===== config.mk =====
export PLATFORM = sky130hd
export DESIGN_NAME = score_ctrl
export DESIGN_NICKNAME = d
export VERILOG_FILES = /design/src/rtl/score_ctrl.sv
export SDC_FILE = /design/constraint.sdc
export NUM_CORES = 1
export LEC_CHECK = 0
export CORE_UTILIZATION = 50
export CTS_BUF_LIST = sky130_fd_sc_hd__clkbuf_4 sky130_fd_sc_hd__clkbuf_8
export DETAILED_ROUTE_END_ITERATION = 10
export PLACE_DENSITY = 0.76
export SYNTH_ARGS = -nofsm -noshare
export SYNTH_HDL_FRONTEND = slang
export SYNTH_SLANG_ARGS = --single-unit

===== constraint.sdc =====
create_clock -name clk -period 6.45 [get_ports clk]
set_input_delay 0.645 -clock clk [delete_from_list [all_inputs] [get_ports clk]]
set_output_delay 0.645 -clock clk [all_outputs]
set_load 0.01 [all_outputs]

===== src/rtl/score_ctrl.sv =====
// score_ctrl: game-flow controller for the dino score counter.
//   Synchronises the raw start/pause buttons and the collision level.
//   Runs the IDLE/RUN/PAUSE/OVER state machine and emits one-cycle
//   game_start / game_over / game_tick pulses. Tracks the session high score.
// Ports:
//   clk, rst            clock, synchronous active-high reset
//   btn_start/btn_pause raw asynchronous buttons (rising edge = press)
//   collision           raw asynchronous collision level
//   score_in            live score from the counter (unsigned)
//   game_start          pulse: clear counter and start counting
//   game_over           pulse: freeze counter
//   game_tick           pulse every TICK_DIV clocks while in RUN
//   state_out           0=IDLE 1=RUN 2=PAUSE 3=OVER
//   high_score          best final score since reset
//   new_high            level: last finished game set a new high score
module score_ctrl #(
  parameter int TICK_DIV  = 166667,
  parameter int SCORE_W   = 16,
  parameter int SCORE_LAT = 2
) (
  input  logic               clk,
  input  logic               rst,
  input  logic               btn_start,
  input  logic               btn_pause,
  input  logic               collision,
  input  logic [SCORE_W-1:0] score_in,
  output logic               game_start,
  output logic               game_over,
  output logic               game_tick,
  output logic [1:0]         state_out,
  output logic [SCORE_W-1:0] high_score,
  output logic               new_high
);

  localparam int DIV_W = (TICK_DIV > 1) ? $clog2(TICK_DIV) : 1;
  localparam int LAT_W = $clog2(SCORE_LAT + 1);
  localparam logic [DIV_W-1:0] DIV_LAST = DIV_W'(TICK_DIV - 1);
  localparam logic [LAT_W-1:0] LAT_LAST = LAT_W'(SCORE_LAT);

  typedef enum logic [1:0] {
    IDLE  = 2'd0,
    RUN   = 2'd1,
    PAUSE = 2'd2,
    OVER  = 2'd3
  } state_t;

  // Input stage: bit0/bit1 form the 2-flop synchroniser, bit2 is the
  // delayed copy used for rising-edge detection.
  logic [2:0] start_sync_q;
  logic [2:0] pause_sync_q;
  logic [1:0] coll_sync_q;

  always_ff @(posedge clk) begin
    if (rst) begin
      start_sync_q <= '0;
      pause_sync_q <= '0;
      coll_sync_q  <= '0;
    end else begin
      start_sync_q <= {start_sync_q[1:0], btn_start};
      pause_sync_q <= {pause_sync_q[1:0], btn_pause};
      coll_sync_q  <= {coll_sync_q[0], collision};
    end
  end

  logic start_edge;
  logic pause_edge;
  logic coll_sync;

  assign start_edge = start_sync_q[1] & ~start_sync_q[2];
  assign pause_edge = pause_sync_q[1] & ~pause_sync_q[2];
  assign coll_sync  = coll_sync_q[1];

  // Control stage: FSM, tick divider and high-score latency tracker.
  state_t             state_q;
  logic               game_start_q;
  logic               game_over_q;
  logic               game_tick_q;
  logic [DIV_W-1:0]   div_q;
  logic [SCORE_W-1:0] high_q;
  logic               new_high_q;
  logic [LAT_W-1:0]   lat_cnt_q;
  logic               lat_pend_q;

  always_ff @(posedge clk) begin
    if (rst) begin
      state_q      <= IDLE;
      game_start_q <= 1'b0;
      game_over_q  <= 1'b0;
      game_tick_q  <= 1'b0;
      div_q        <= '0;
      high_q       <= '0;
      new_high_q   <= 1'b0;
      lat_cnt_q    <= '0;
      lat_pend_q   <= 1'b0;
    end else begin
      game_start_q <= 1'b0;
      game_over_q  <= 1'b0;
      game_tick_q  <= 1'b0;

      // Collision outranks pause, pause outranks start.
      case (state_q)
        IDLE, OVER: begin
          if (start_edge) begin
            state_q      <= RUN;
            game_start_q <= 1'b1;
            div_q        <= '0;
            new_high_q   <= 1'b0;
          end
        end
        RUN: begin
          if (coll_sync) begin
            state_q     <= OVER;
            game_over_q <= 1'b1;
          end else if (pause_edge) begin
            state_q <= PAUSE;
          end else if (div_q == DIV_LAST) begin
            div_q       <= '0;
            game_tick_q <= 1'b1;
          end else begin
            div_q <= div_q + DIV_W'(1);
          end
        end
        PAUSE: begin
          if (coll_sync) begin
            state_q     <= OVER;
            game_over_q <= 1'b1;
          end else if (pause_edge) begin
            state_q <= RUN;
          end
        end
        default: state_q <= IDLE;
      endcase

      // lat_cnt_q counts cycles since the game_over pulse; the compare
      // fires when score_in is guaranteed to hold the final score. It runs
      // independently of the FSM so a quick restart does not cancel it.
      if (lat_pend_q) begin
        if (lat_cnt_q == LAT_LAST) begin
          lat_pend_q <= 1'b0;
          if (score_in > high_q) begin
            high_q     <= score_in;
            new_high_q <= 1'b1;
          end
        end else begin
          lat_cnt_q <= lat_cnt_q + LAT_W'(1);
        end
      end
      if (game_over_q) begin
        lat_pend_q <= 1'b1;
        lat_cnt_q  <= LAT_W'(1);
      end
    end
  end

  assign game_start = game_start_q;
  assign game_over  = game_over_q;
  assign game_tick  = game_tick_q;
  assign state_out  = state_q;
  assign high_score = high_q;
  assign new_high   = new_high_q;

endmodule

Yosys cells after proc, flatten, opt, wreduce, memory -nomap -nowiden

Cells that the tools add are included.
Widths: inputs -> output; s select.

$add $sub $neg: 2
$lt $le $gt $ge: 1
Equal/unequal tests: 11
Muxes and demuxes: 25
Bitwise gates (word level): 8
Reductions and logical operators: 14

Operator list:

| cell                  | count |
|---|---|
| $mux 18               | 4 |
| $pmux 18 s2           | 1 |
| $add 18x1->18 const B | 1 |
| $eq 18x18->1 const B  | 1 |
| $gt 16x16->1          | 1 |
| $mux 1                | 14 |
| $mux 2                | 5 |
| $reduce_or 2->1       | 5 |
| $ne 2x2->1 const B    | 4 |
| $eq 2x2->1 const B    | 3 |
| $ne 3x3->1 const B    | 2 |
| $not 1->1             | 6 |
| $pmux 2 s3            | 1 |
| $reduce_and 3->1      | 2 |
| $reduce_and 2->1      | 2 |
| $reduce_and 4->1      | 1 |
| $reduce_bool 2->1     | 2 |
| $reduce_or 4->1       | 1 |
| $add 2x1->2 const B   | 1 |
| $and 1x1->1           | 2 |
| $eq 2x1->1 const B    | 1 |
| $logic_not 2->1       | 1 |

Bits in registers: 51
Bits of input ports: 21
Output and inout port bits: 22
Logic and storage cells: 74

Logic depth before layout (Yosys ltp)

Gate-level depths: netlist (run 1).

Word-level depth: 7
Gate-level depth with buffers: 10
Gate-level depth less buffers: 8

Least setup slack after synthesis (run 1)

No wires, ideal clock.

Path kind: input -> register
Start: in score_in[1]
End: reg high_q[10] (netlist: high_score[10])
Setup time: 0.087 ns
Arrival time: 2.268 ns
Data required time: 6.363 ns
Setup slack: 4.095 ns
Cell stages on the path: 9
Path buffers: 2
Cells stage by stage: ha_1 nor2b_1 o211ai_1 a2111oi_0 a211o_1 o21a_1 buf_2 buf_6 o31ai_1

Word-level cells in the longest chain between the ends: 2

RTL lines:

| item                       | RTL line | RTL |
|---|---|---|
| start: declaration         | 26       | `input logic [SCORE_W-1:0] score_in,` |
| $gt 16x16->1               | 140      | `if (score_in > high_q) begin` |
| $reduce_and 3->1 (no line) | --       |  |
| end signal: assignment     | 141      | `high_q <= score_in;` |
| end: declaration           | 79       | `logic [SCORE_W-1:0] high_q;` |

No other way between the ends.
A chain may end at the register's enable or synchronous reset.

Worst setup path in the final report (run 1)

Start: in score_in[7]
End: reg high_q[0] (netlist: high_score[0])

The elaborated chain is that of the path after synthesis.

==> impl_results.md, run 1 <==
* Layout cells sized above 1 at 4.878%
* CP max-delay cell: o21a_1
* Vias in the first global route at 2005
* CTS sink count at 51
* Final hold violation count at 0
* Post-Synthesis Cells at 287
* Finished Core Util at 65.38%
* Nets at 369
* Die Ht at 73.35 um
* Clock Latency Late Sink at 0.31 ns
* Synth Register Bits at 51
* Routed WL per cell at 13.25 um
* Top Ports at 43
* Worst Setup Start Kind: input pin
* Relative slew margins at 31.88%
* PortBufs at 42
* RSZ-0062 raised after global routing: false
* # setup viols final at 0
* PostCTS Resize Cnt at 0
* Vias at 2171
* Unique masters post-synth at 45
* Most common cell after layout, fill and taps aside: dfxtp_1
* Rows at 25
* Critical Path AT at 3.35 ns
* Dpl hpwl at 3691 um
* Area grow syn2layout at 23.75%
* CTS Root Cell: clkbuf_8
* P per Cell Area at 212.7 nW/um2
* Crit path kind: in2reg
* DRT iter0 DRCs at 105
* Worst hold slack at 0.4436 ns
* # Post-CTS Setup Buffers at 0
* Levels on crit path at 7
* Static Leak at 1.092 nW
* Top cell type's share of synthesized area at 40.12%
* Fillers at 410
* Final wirelength at 5233 um
* Outcome: finished, final reports clean
* Drt pass-1 iters at 4
* Area of the multi-input gates at 1383 um2
* Largest net degree at the start of global routing at 35
* Hold Path Depth at 1
* Final GP Congestion at 0.8261
* Total negative slack at 0 ns
* Drc violations at 0
* CP bufs+invs at 1
* Slowest stage delay, CP at 0.63 ns
* Antenna Nets Post-Route at 0
* Post-CTS Hold Fix Bufs at 0
* CP max FO at 17
* Initial Utilization at 52.83%
* Sequential area share after synthesis at 40.12%
* Max-slew violations at 0
* Top_reg_cell synth: dfxtp_1
* Avg Inst Size Synth at 8.867 um2
* Max Root-Sink Buffers at 2
* Tmin final at 3.099 ns
* Family with the most delay on the worst path: compound AO/OA/AOI/OAI gates
* Reg area at 1021 um2
* Via-to-Cell Ratio at 5.496
* Initial antenna violation count at 0
* Global route overflow at 0
* Yosys top cell by area: dfxtp_1
* Area of the die at 5379 um2
* Htree depth at 2
* Hold Path Class: reg2reg
* Chip Width at 73.35 um
* Period utilisation layout at 48.05%
* Worst EP required at 6.70 ns
* IR Drop Worst-Case VDD at 0.1110 mV
* Post-Syn Nets at 329
* Diode count at 0
* Ys async rst share at 0%
* Cts bufs inserted at 5
* EDFF count, synth at 0
* CORE AREA at 4817 um2
* First-pass GRT wire length at 8873 um
* Tot GR Track Use at 21.18%
* Most frequent cells in the layout: 51 x dfxtp_1, 42 x clkdlybuf4s50_1, 30 x nor2_1, 23 x inv_1, 22 x nand2_1
* YS warnings at 0
* Worst slew pin tran at 1.018 ns
* CTS tree: yes
* Final clock skew at 0.007437 ns
* Critical-path cell list: clkdlybuf4s50_1 > ha_1 > nand4_1 > a2111oi_0 > a211o_1 > o21a_1 > mux2i_1
* Worst R2R Path Depth at 8
* Max frequency at 322.6 MHz
* Clk slew on worst S/H paths at 0.10 ns
* Area of the mapped netlist at 2545 um2
* Max_cap viols at 0
* CP Capture Type: register
* Synth area leaders: dfxtp_1 40%, ha_1 10%, o2111ai_1 5.2%
-- cell families after synthesis --
group	Yosys count	share of synthesized area (%)
simple gates	104	21.88
compound gates	61	16.91
flops	51	40.12
buf+inv	35	5.555
fa+ha+maj	21	10.32
xor+xnor	14	4.818
mux	1	0.3933
-- worst paths after layout --
path	start	to	slack, ns
setup / recovery	score_in[7]	high_score[0]	3.35
hold / removal	start_sync_q[0]	start_sync_q[1]	0.44
setup reg to reg	high_score[1]	high_score[0]	3.70
hold reg to reg	start_sync_q[0]	start_sync_q[1]	0.44
-- registers in the layout, summed over array words and instances (netlist names) --
register,flops
game_start,1
lat_cnt_q,2
new_high,1
game_tick,1
game_over,1
start_sync_q,3
div_q,18
coll_sync_q,2
high_score,16
pause_sync_q,3
state_out,2
lat_pend_q,1
-- stage by stage --
step                      cells  setup WS [ns]  total power, W  area [um2]
after floorplan             287          4.095       0.0003821        2545
after global placement      387          3.091       0.0004127        3013
after detailed placement    387          3.084       0.0004142        3013
after CTS                   395          3.392       0.0006755        3149
after global routing        395          3.157       0.0007017        3149
final                       395          3.351       0.0006698        3149
-- where the power goes --
part	switching [W]	total, W	internal (W)
registers	0.00000383	0.000324	0.000320
clock network	0.000108	0.000262	0.000155
logic	0.0000479	0.0000830	0.0000351
-- cell type report --
class | count | area share, %
multi-input combinational | 201 | 43.90
sequential | 51 | 32.42
timing repair buffer | 44 | 13.83
inverter | 24 | 2.861
tap | 67 | 2.662
clock buffer | 5 | 2.185
clock inverter | 3 | 2.145
-- synth_stat cells (3+ instances only) --
master,n
nand4_1,11
xnor2_1,5
o21ai_0,6
nor2b_1,11
nor2_1,30
a21oi_1,13
dfxtp_1,51
nand2_1,22
ha_1,21
o2111ai_1,15
nor4_1,3
o31ai_1,15
inv_1,23
nand3_1,7
xor2_1,9
clkbuf_1,8
-- layer usage --
metal,up-vias,GRT usage (%),routed length (um),share of wire (%)
li1,1111,-,-,-
met1,1010,28.53,2522,48
met2,41,33.23,2424,46
met3,9,4.527,199,3.8
met4,0,8.120,87,1.7
met5,-,0,0,0
Note: power is estimated with default switching activity, not from simulation.
==> run 2, diff against run 1 <==
Settings changed: CORE_UTILIZATION 50 to 49, PLACE_DENSITY 0.76 to 0.78.
Clock period 6.45 ns to 2.57 ns, I/O delays scaled along.
==> impl_results.md, run 2 (synthesized netlist as in run 1, its figures left out) <==
* Outcome: finished, final reports clean
* Most frequent cells in the layout: 51 x dfxtp_1, 42 x clkdlybuf4s50_1, 30 x nor2_1, 23 x inv_1, 22 x nand2_1
* Setup ws final at 0.3372 ns (-3.013 ns)
* Clock Latency Late Sink at 0.31 ns (about the same)
* First-pass GRT wire length at 9156 um (+3.2%)
* Via-to-Cell Ratio at 5.591 (+1.7%)
* Initial Utilization at 52.49% (-0.34 points)
* Area of the multi-input gates at 1383 um2 (unchanged)
* Flop pwr share at 53.5% (+5.1 points)
* Power Internal at 0.001117 W (+120%)
* IR Drop Worst-Case VDD at 0.2958 mV (+170%)
* Net switching power at 0.0004043 W (+150%)
* Max frequency at 447.9 MHz
* Reg with most FFs: div_q
* Global route overflow at 0 (unchanged)
* Critical-path cell list: clkdlybuf4s50_1 > ha_1 > nor2b_1 > o211ai_1 > a2111oi_0 > a211o_1 > o21a_1 > buf_4 > mux2i_1
* Reg area at 1021 um2 (unchanged)
* Final Cell Area at 3157 um2 (+0.24%)
* Placement Setup Slack at 0.08273 ns (-3.001 ns)
* # Post-CTS Setup Buffers at 0 (unchanged)
* Max_cap viols at 0 (unchanged)
* # setup viols final at 0 (unchanged)
* Vias in the first global route at 2090 (+4.2%)
* Period utilisation layout at 86.88%
* Tot GR Track Use at 21.40% (+0.22 points)
* Top Ports at 43 (unchanged)
* Worst EP required at 2.81 ns (-3.89 ns)
* Area grow syn2layout at 24.04%
* Family with the most delay on the worst path: compound AO/OA/AOI/OAI gates
* Worst slew pin tran at 0.6034 ns (-0.4146 ns)
* Relative slew margins at 59.50% (+28 points)
* CTS tree: yes
* CP Capture Type: register
* Final GP Congestion at 0.7959 (-3.7%)
* Area of the die at 5486 um2 (+2.0%)
* Chip Width at 74.07 um (+0.98%)
* CTS sink count at 51 (unchanged)
* CORE AREA at 4848 um2 (+0.65%)
* Rows at 25 (unchanged)
* Final wirelength at 5620 um (+7.4%)
* Nets at 375 (+1.6%)
* Worst Setup Start Kind: input pin
* Vias at 2242 (+3.3%)
* DRT iter0 DRCs at 123 (+17%)
* CTS Root Cell: clkbuf_8
* CP bufs+invs at 2 (+1)
* Diode count at 0 (unchanged)
* Largest register FFs at 18 (unchanged)
* Max Root-Sink Buffers at 2 (unchanged)
* Sw Share at 26.58% (+2.8 points)
* Largest net degree at the start of global routing at 34 (-2.9%)
* Placed Area at 3058 um2 (+1.5%)
* Drt pass-1 iters at 4 (unchanged)
* Layout cells sized above 1 at 6.587% (+1.7 points)
* Htree depth at 2 (unchanged)
* Most common cell after layout, fill and taps aside: dfxtp_1
* Crit path kind: in2reg
* Static Leak at 1.106 nW (+1.3%)
* CP max FO at 7 (-10)
* Critical Path AT at 2.48 ns (-0.87 ns)
* Clk network pwr share at 32.3% (-6.9 points)
* Fillers at 397 (-3.2%)
* Dpl hpwl at 3912 um (+6.0%)
* Routed WL per cell at 14.01 um (+5.8%)
* Pwr Total at 0.001521 W (+130%)
* Cts bufs inserted at 5 (unchanged)
* Die Ht at 74.07 um (+0.98%)
* Max-slew violations at 0 (unchanged)
* Slowest stage delay, CP at 0.44 ns (-0.19 ns)
* RSZ-0062 raised after global routing: false
* Tmin final at 2.233 ns
* Drc violations at 0 (unchanged)
* Logic pwr share at 14.2% (+1.8 points)
* Hold Path Class: reg2reg
* Initial antenna violation count at 0 (unchanged)
* Finished Core Util at 65.11% (-0.27 points)
* P per Cell Area at 481.9 nW/um2 (+130%)
* Antenna Nets Post-Route at 0 (unchanged)
* Final hold violation count at 0 (unchanged)
* Post-CTS Hold Fix Bufs at 0 (unchanged)
* Total negative slack at 0 ns (unchanged)
* Final clock skew at 0.01079 ns (+0.003356 ns)
* Clk slew on worst S/H paths at 0.10 ns (about the same)
* PortBufs at 42 (unchanged)
* PostCTS Resize Cnt at 0 (unchanged)
* CP max-delay cell: clkdlybuf4s50_1
run 2: changes by cell type in the layout (fill, tap and decap cells not counted), sizes merged:
| cell | change |
|---|---|
| buf | +6 |
| bufinv | -2 |
| clkinv | +1 |
| clkbuf | +1 |
run 2: area by class of cell:
cell class	instances	area share, %
Tap cell	67	2.656
Multi-Input combinational cell	201	43.80
Clock buffer	6	2.616
Clock inverter	2	0.5153
Timing Repair Buffer	50	15.22
Inverter	24	2.854
Sequential cell	51	32.34
run 2: worst reg2reg max path, cell delays in order, from the launching register on:
cell       delay [ns]
dfxtp_1          0.35
inv_1            0.06
ha_1             0.29
nor2b_1          0.15
o211ai_1         0.09
a2111oi_0        0.43
a211o_1          0.19
o21a_1           0.24
buf_4            0.20
mux2i_1          0.17
run 2: final timing paths:
path         slack [ns]            start              end  cells after the start
max                0.34      score_in[1]    high_score[0]                      9
min                0.45  pause_sync_q[0]  pause_sync_q[1]                      1
max reg2reg        0.34    high_score[1]    high_score[0]                      9
min reg2reg        0.45  pause_sync_q[0]  pause_sync_q[1]                      1
run 2: power by group through the flow:
| stage | sequential [W] | combinational, W | clock (W) |
|---|---|---|---|
| global route | 0.000817 | 0.000241 | 0.000534 |
| CTS | 0.000814 | 0.000216 | 0.000503 |
| global placement | 0.000832 | 0.000209 | 0 |
| finish | 0.000814 | 0.000215 | 0.000492 |
| floorplan | 0.000834 | 0.000125 | 0 |
| detailed placement | 0.000832 | 0.000213 | 0 |
run 2: layer usage:
metal  vias to the layer above  wire length [um]  global-route usage [%]
met5                         -                 0                       0
met4                         0                65                   8.120
met3                         7               299                   3.930
met2                        74              2572                   35.25
met1                      1038              2682                   27.84
li1                       1123                 -                       -
run 2: metrics by stage:
step                      hold slack [ns]  cells
after global routing               0.4745    401
after floorplan                    0.3852    287
final                              0.4519    401
after CTS                          0.4565    401
after detailed placement           0.4336    393
after global placement             0.4177    393
==> run 3, diff against run 2 <==
Settings changed: ABC_AREA set to 1, CORE_UTILIZATION 49 to 50, CTS_BUF_LIST sky130_fd_sc_hd__clkbuf_4 sky130_fd_sc_hd__clkbuf_8 to sky130_fd_sc_hd__clkbuf_4, SKIP_LAST_GASP set to 1.
==> impl_results.md, run 3 <==
* Worst hold slack at 0.3736 ns (-0.07836 ns)
* Relative slew margins at 76.99% (+17 points)
* Diode count at 0 (unchanged)
* Critical-path cell list: inv_1 > ha_1 > nand3_2 > o21ai_1 > nand2_2 > inv_2 > a21oi_2 > nand2_1 > nor2_1
* Top Ports at 43 (unchanged)
* IR Drop Worst-Case VDD at 0.4385 mV (+48%)
* Critical Path AT at 2.39 ns (-0.09 ns)
* Nets at 499 (+33%)
* Global route overflow at 0 (unchanged)
* Met2 Resource Use GR at 39.55% (+4.3 points)
* Area of the die at 5919 um2 (+7.9%)
* Slowest stage delay, CP at 0.41 ns (-0.03 ns)
* Final Cell Area at 3395 um2 (+7.5%)
* Worst slew pin tran at 0.3440 ns (-0.2594 ns)
* Clk slew on worst S/H paths at 0.16 ns (+0.06 ns)
* Via-to-Cell Ratio at 4.915 (-12%)
* Placed Area at 3311 um2 (+8.3%)
* Most common cell after layout, fill and taps aside: nand2_1
* GRT met3 Usage at 3.929% (about the same)
* CTS sink count at 51 (unchanged)
* Yosys top cell by area: dfxtp_1
* Final hold violation count at 0 (unchanged)
* Worst Setup Start Kind: register
* EDFF count, synth at 0 (unchanged)
* Top cell type's share of synthesized area at 36.36% (-3.8 points)
* Met1 Usage GRT at 24.01% (-3.8 points)
* Static Leak at 1.354 nW (+22%)
* Max frequency at 480.9 MHz (+7.4%)
* Worst EP required at 2.88 ns (+0.07 ns)
* DRT iter0 DRCs at 126 (+2.4%)
* Initial antenna violation count at 0 (unchanged)
* Max_cap viols at 0 (unchanged)
* PortBufs at 42 (unchanged)
* Final wirelength at 5781 um (+2.9%)
* Routed WL per cell at 10.95 um (-22%)
* CTS tree: yes
* CTS Root Cell: clkbuf_4
* CP max-delay cell: dfxtp_1
* Final GP Congestion at 0.8535 (+7.2%)
* Post-Synthesis Cells at 413 (+44%)
* Crit path kind: reg2reg
* Largest net degree at the start of global routing at 20 (-41%)
* Sequential area share after synthesis at 36.36% (-3.8 points)
* Area of the mapped netlist at 2808 um2 (+10%)
* Area grow syn2layout at 20.90%
* Chip Width at 76.94 um (+3.9%)
* First-pass GRT wire length at 10410 um (+14%)
* RSZ-0062 raised after global routing: false
* Most frequent cells in the layout: 78 x nand2_1, 74 x inv_1, 64 x nor2_1, 51 x dfxtp_1, 42 x clkdlybuf4s50_1
* Commonest cells post-synth: 78 x nand2_1, 74 x inv_1, 65 x nor2_1, 51 x dfxtp_1, 35 x a21oi_1
* Dpl hpwl at 4414 um (+13%)
* Drt pass-1 iters at 4 (unchanged)
* Antenna Nets Post-Route at 0 (unchanged)
* Cts bufs inserted at 5 (unchanged)
* Htree depth at 2 (unchanged)
* # Post-CTS Setup Buffers at 0 (unchanged)
* Finished Core Util at 64.41% (-0.70 points)
* Layout cells sized above 1 at 8.079% (+1.5 points)
* Ys async rst share at 0% (unchanged)
* Die Ht at 76.94 um (+3.9%)
* Outcome: finished, final reports clean
* Initial Utilization at 53.28% (+0.79 points)
* CORE AREA at 5270 um2 (+8.7%)
* Clock Latency Late Sink at 0.37 ns (+0.06 ns)
* Count leader, synth: nand2_1
* Post-Syn Nets at 455 (+38%)
* Layer with the highest usage: met2
* CP max FO at 13 (+6)
* P per Cell Area at 486.6 nW/um2 (+0.97%)
* CP Capture Type: register
* Rows at 26 (+4.0%)
* Top_reg_cell synth: dfxtp_1
* Synth Register Bits at 51 (unchanged)
* Period utilisation layout at 80.91% (-6.0 points)
* Unique masters post-synth at 29 (-36%)
* Total negative slack at 0 ns (unchanged)
* Synth area leaders: dfxtp_1 36%, nand2_1 10%, inv_1 9.9%
* Hold Path Class: in2reg
* Vias in the first global route at 2542 (+22%)
* Tot GR Track Use at 21.38% (-0.022 points)
* Largest register FFs at 18 (unchanged)
* Drc violations at 0 (unchanged)
* Final clock skew at 0.01917 ns (+0.008372 ns)
* YS warnings at 0 (unchanged)
* Avg Inst Size Synth at 6.798 um2 (-23%)
* # setup viols final at 0 (unchanged)
* Max Root-Sink Buffers at 2 (unchanged)
* PostCTS Resize Cnt at 0 (unchanged)
* Tmin final at 2.079 ns (-0.1536 ns)
* Post-CTS Hold Fix Bufs at 0 (unchanged)
* Max-slew violations at 0 (unchanged)
* Vias at 2595 (+16%)
* Reg with most FFs: div_q
-- run 3: power by group --
part | leakage, nW | switching, W | total, W | internal, W
logic | 0.900 | 0.000210 | 0.000343 | 0.000133
clock network | 0.0418 | 0.000264 | 0.000472 | 0.000208
registers | 0.413 | 0.0000191 | 0.000836 | 0.000817
-- run 3: cell families after synthesis --
kind of cell	after synthesis	synth area share [%]
compound gates	51	9.759
simple gates	200	31.73
fa+ha+maj	21	9.358
xor+xnor	2	0.6240
buf+inv	88	12.17
flops	51	36.36
-- run 3: critical path, delay by kind of cell (launching register included) --
| family | cells | cell delay (ns) |
|---|---|---|
| and+or+nand+nor | 4 | 0.62 |
| AOI/OAI and AO/OA | 2 | 0.41 |
| DFF | 1 | 0.41 |
| adders and majority gates | 1 | 0.39 |
| buffers and inverters | 2 | 0.21 |
-- run 3: worst paths after layout --
path	startpoint	to	slack, ns	cells after the start
min reg2reg	coll_sync_q[0]	coll_sync_q[1]	0.41	2
max reg2reg	state_out[0]	div_q[15]	0.49	9
min	btn_start	start_sync_q[0]	0.37	3
max	state_out[0]	div_q[15]	0.49	9
-- run 3: layout make-up --
cell class	count	area (um2)
Inverter	77	289.0
Timing Repair Buffer	48	465.4
Tap cell	70	87.58
Clock buffer	5	37.54
Multi-Input combinational cell	274	1448
Clock inverter	3	46.29
Fill cell	495	1876
Sequential cell	51	1021
-- run 3: layer usage --
metal  wire (um)  vias to the layer above
met4          71                        0
met3         248                        6
met2        2818                       59
met1        2643                     1152
met5           0                        -
li1            -                     1378
-- run 3: metrics by stage --
stage | cells | setup WS [ns] | power [W]
after global placement | 520 | 0.5591 | 0.001181
after floorplan | 413 | 0.8655 | 0.001078
after global routing | 528 | 0.3423 | 0.001751
final | 528 | 0.4907 | 0.001652
after CTS | 528 | 0.4848 | 0.001670
after detailed placement | 520 | 0.5011 | 0.001192
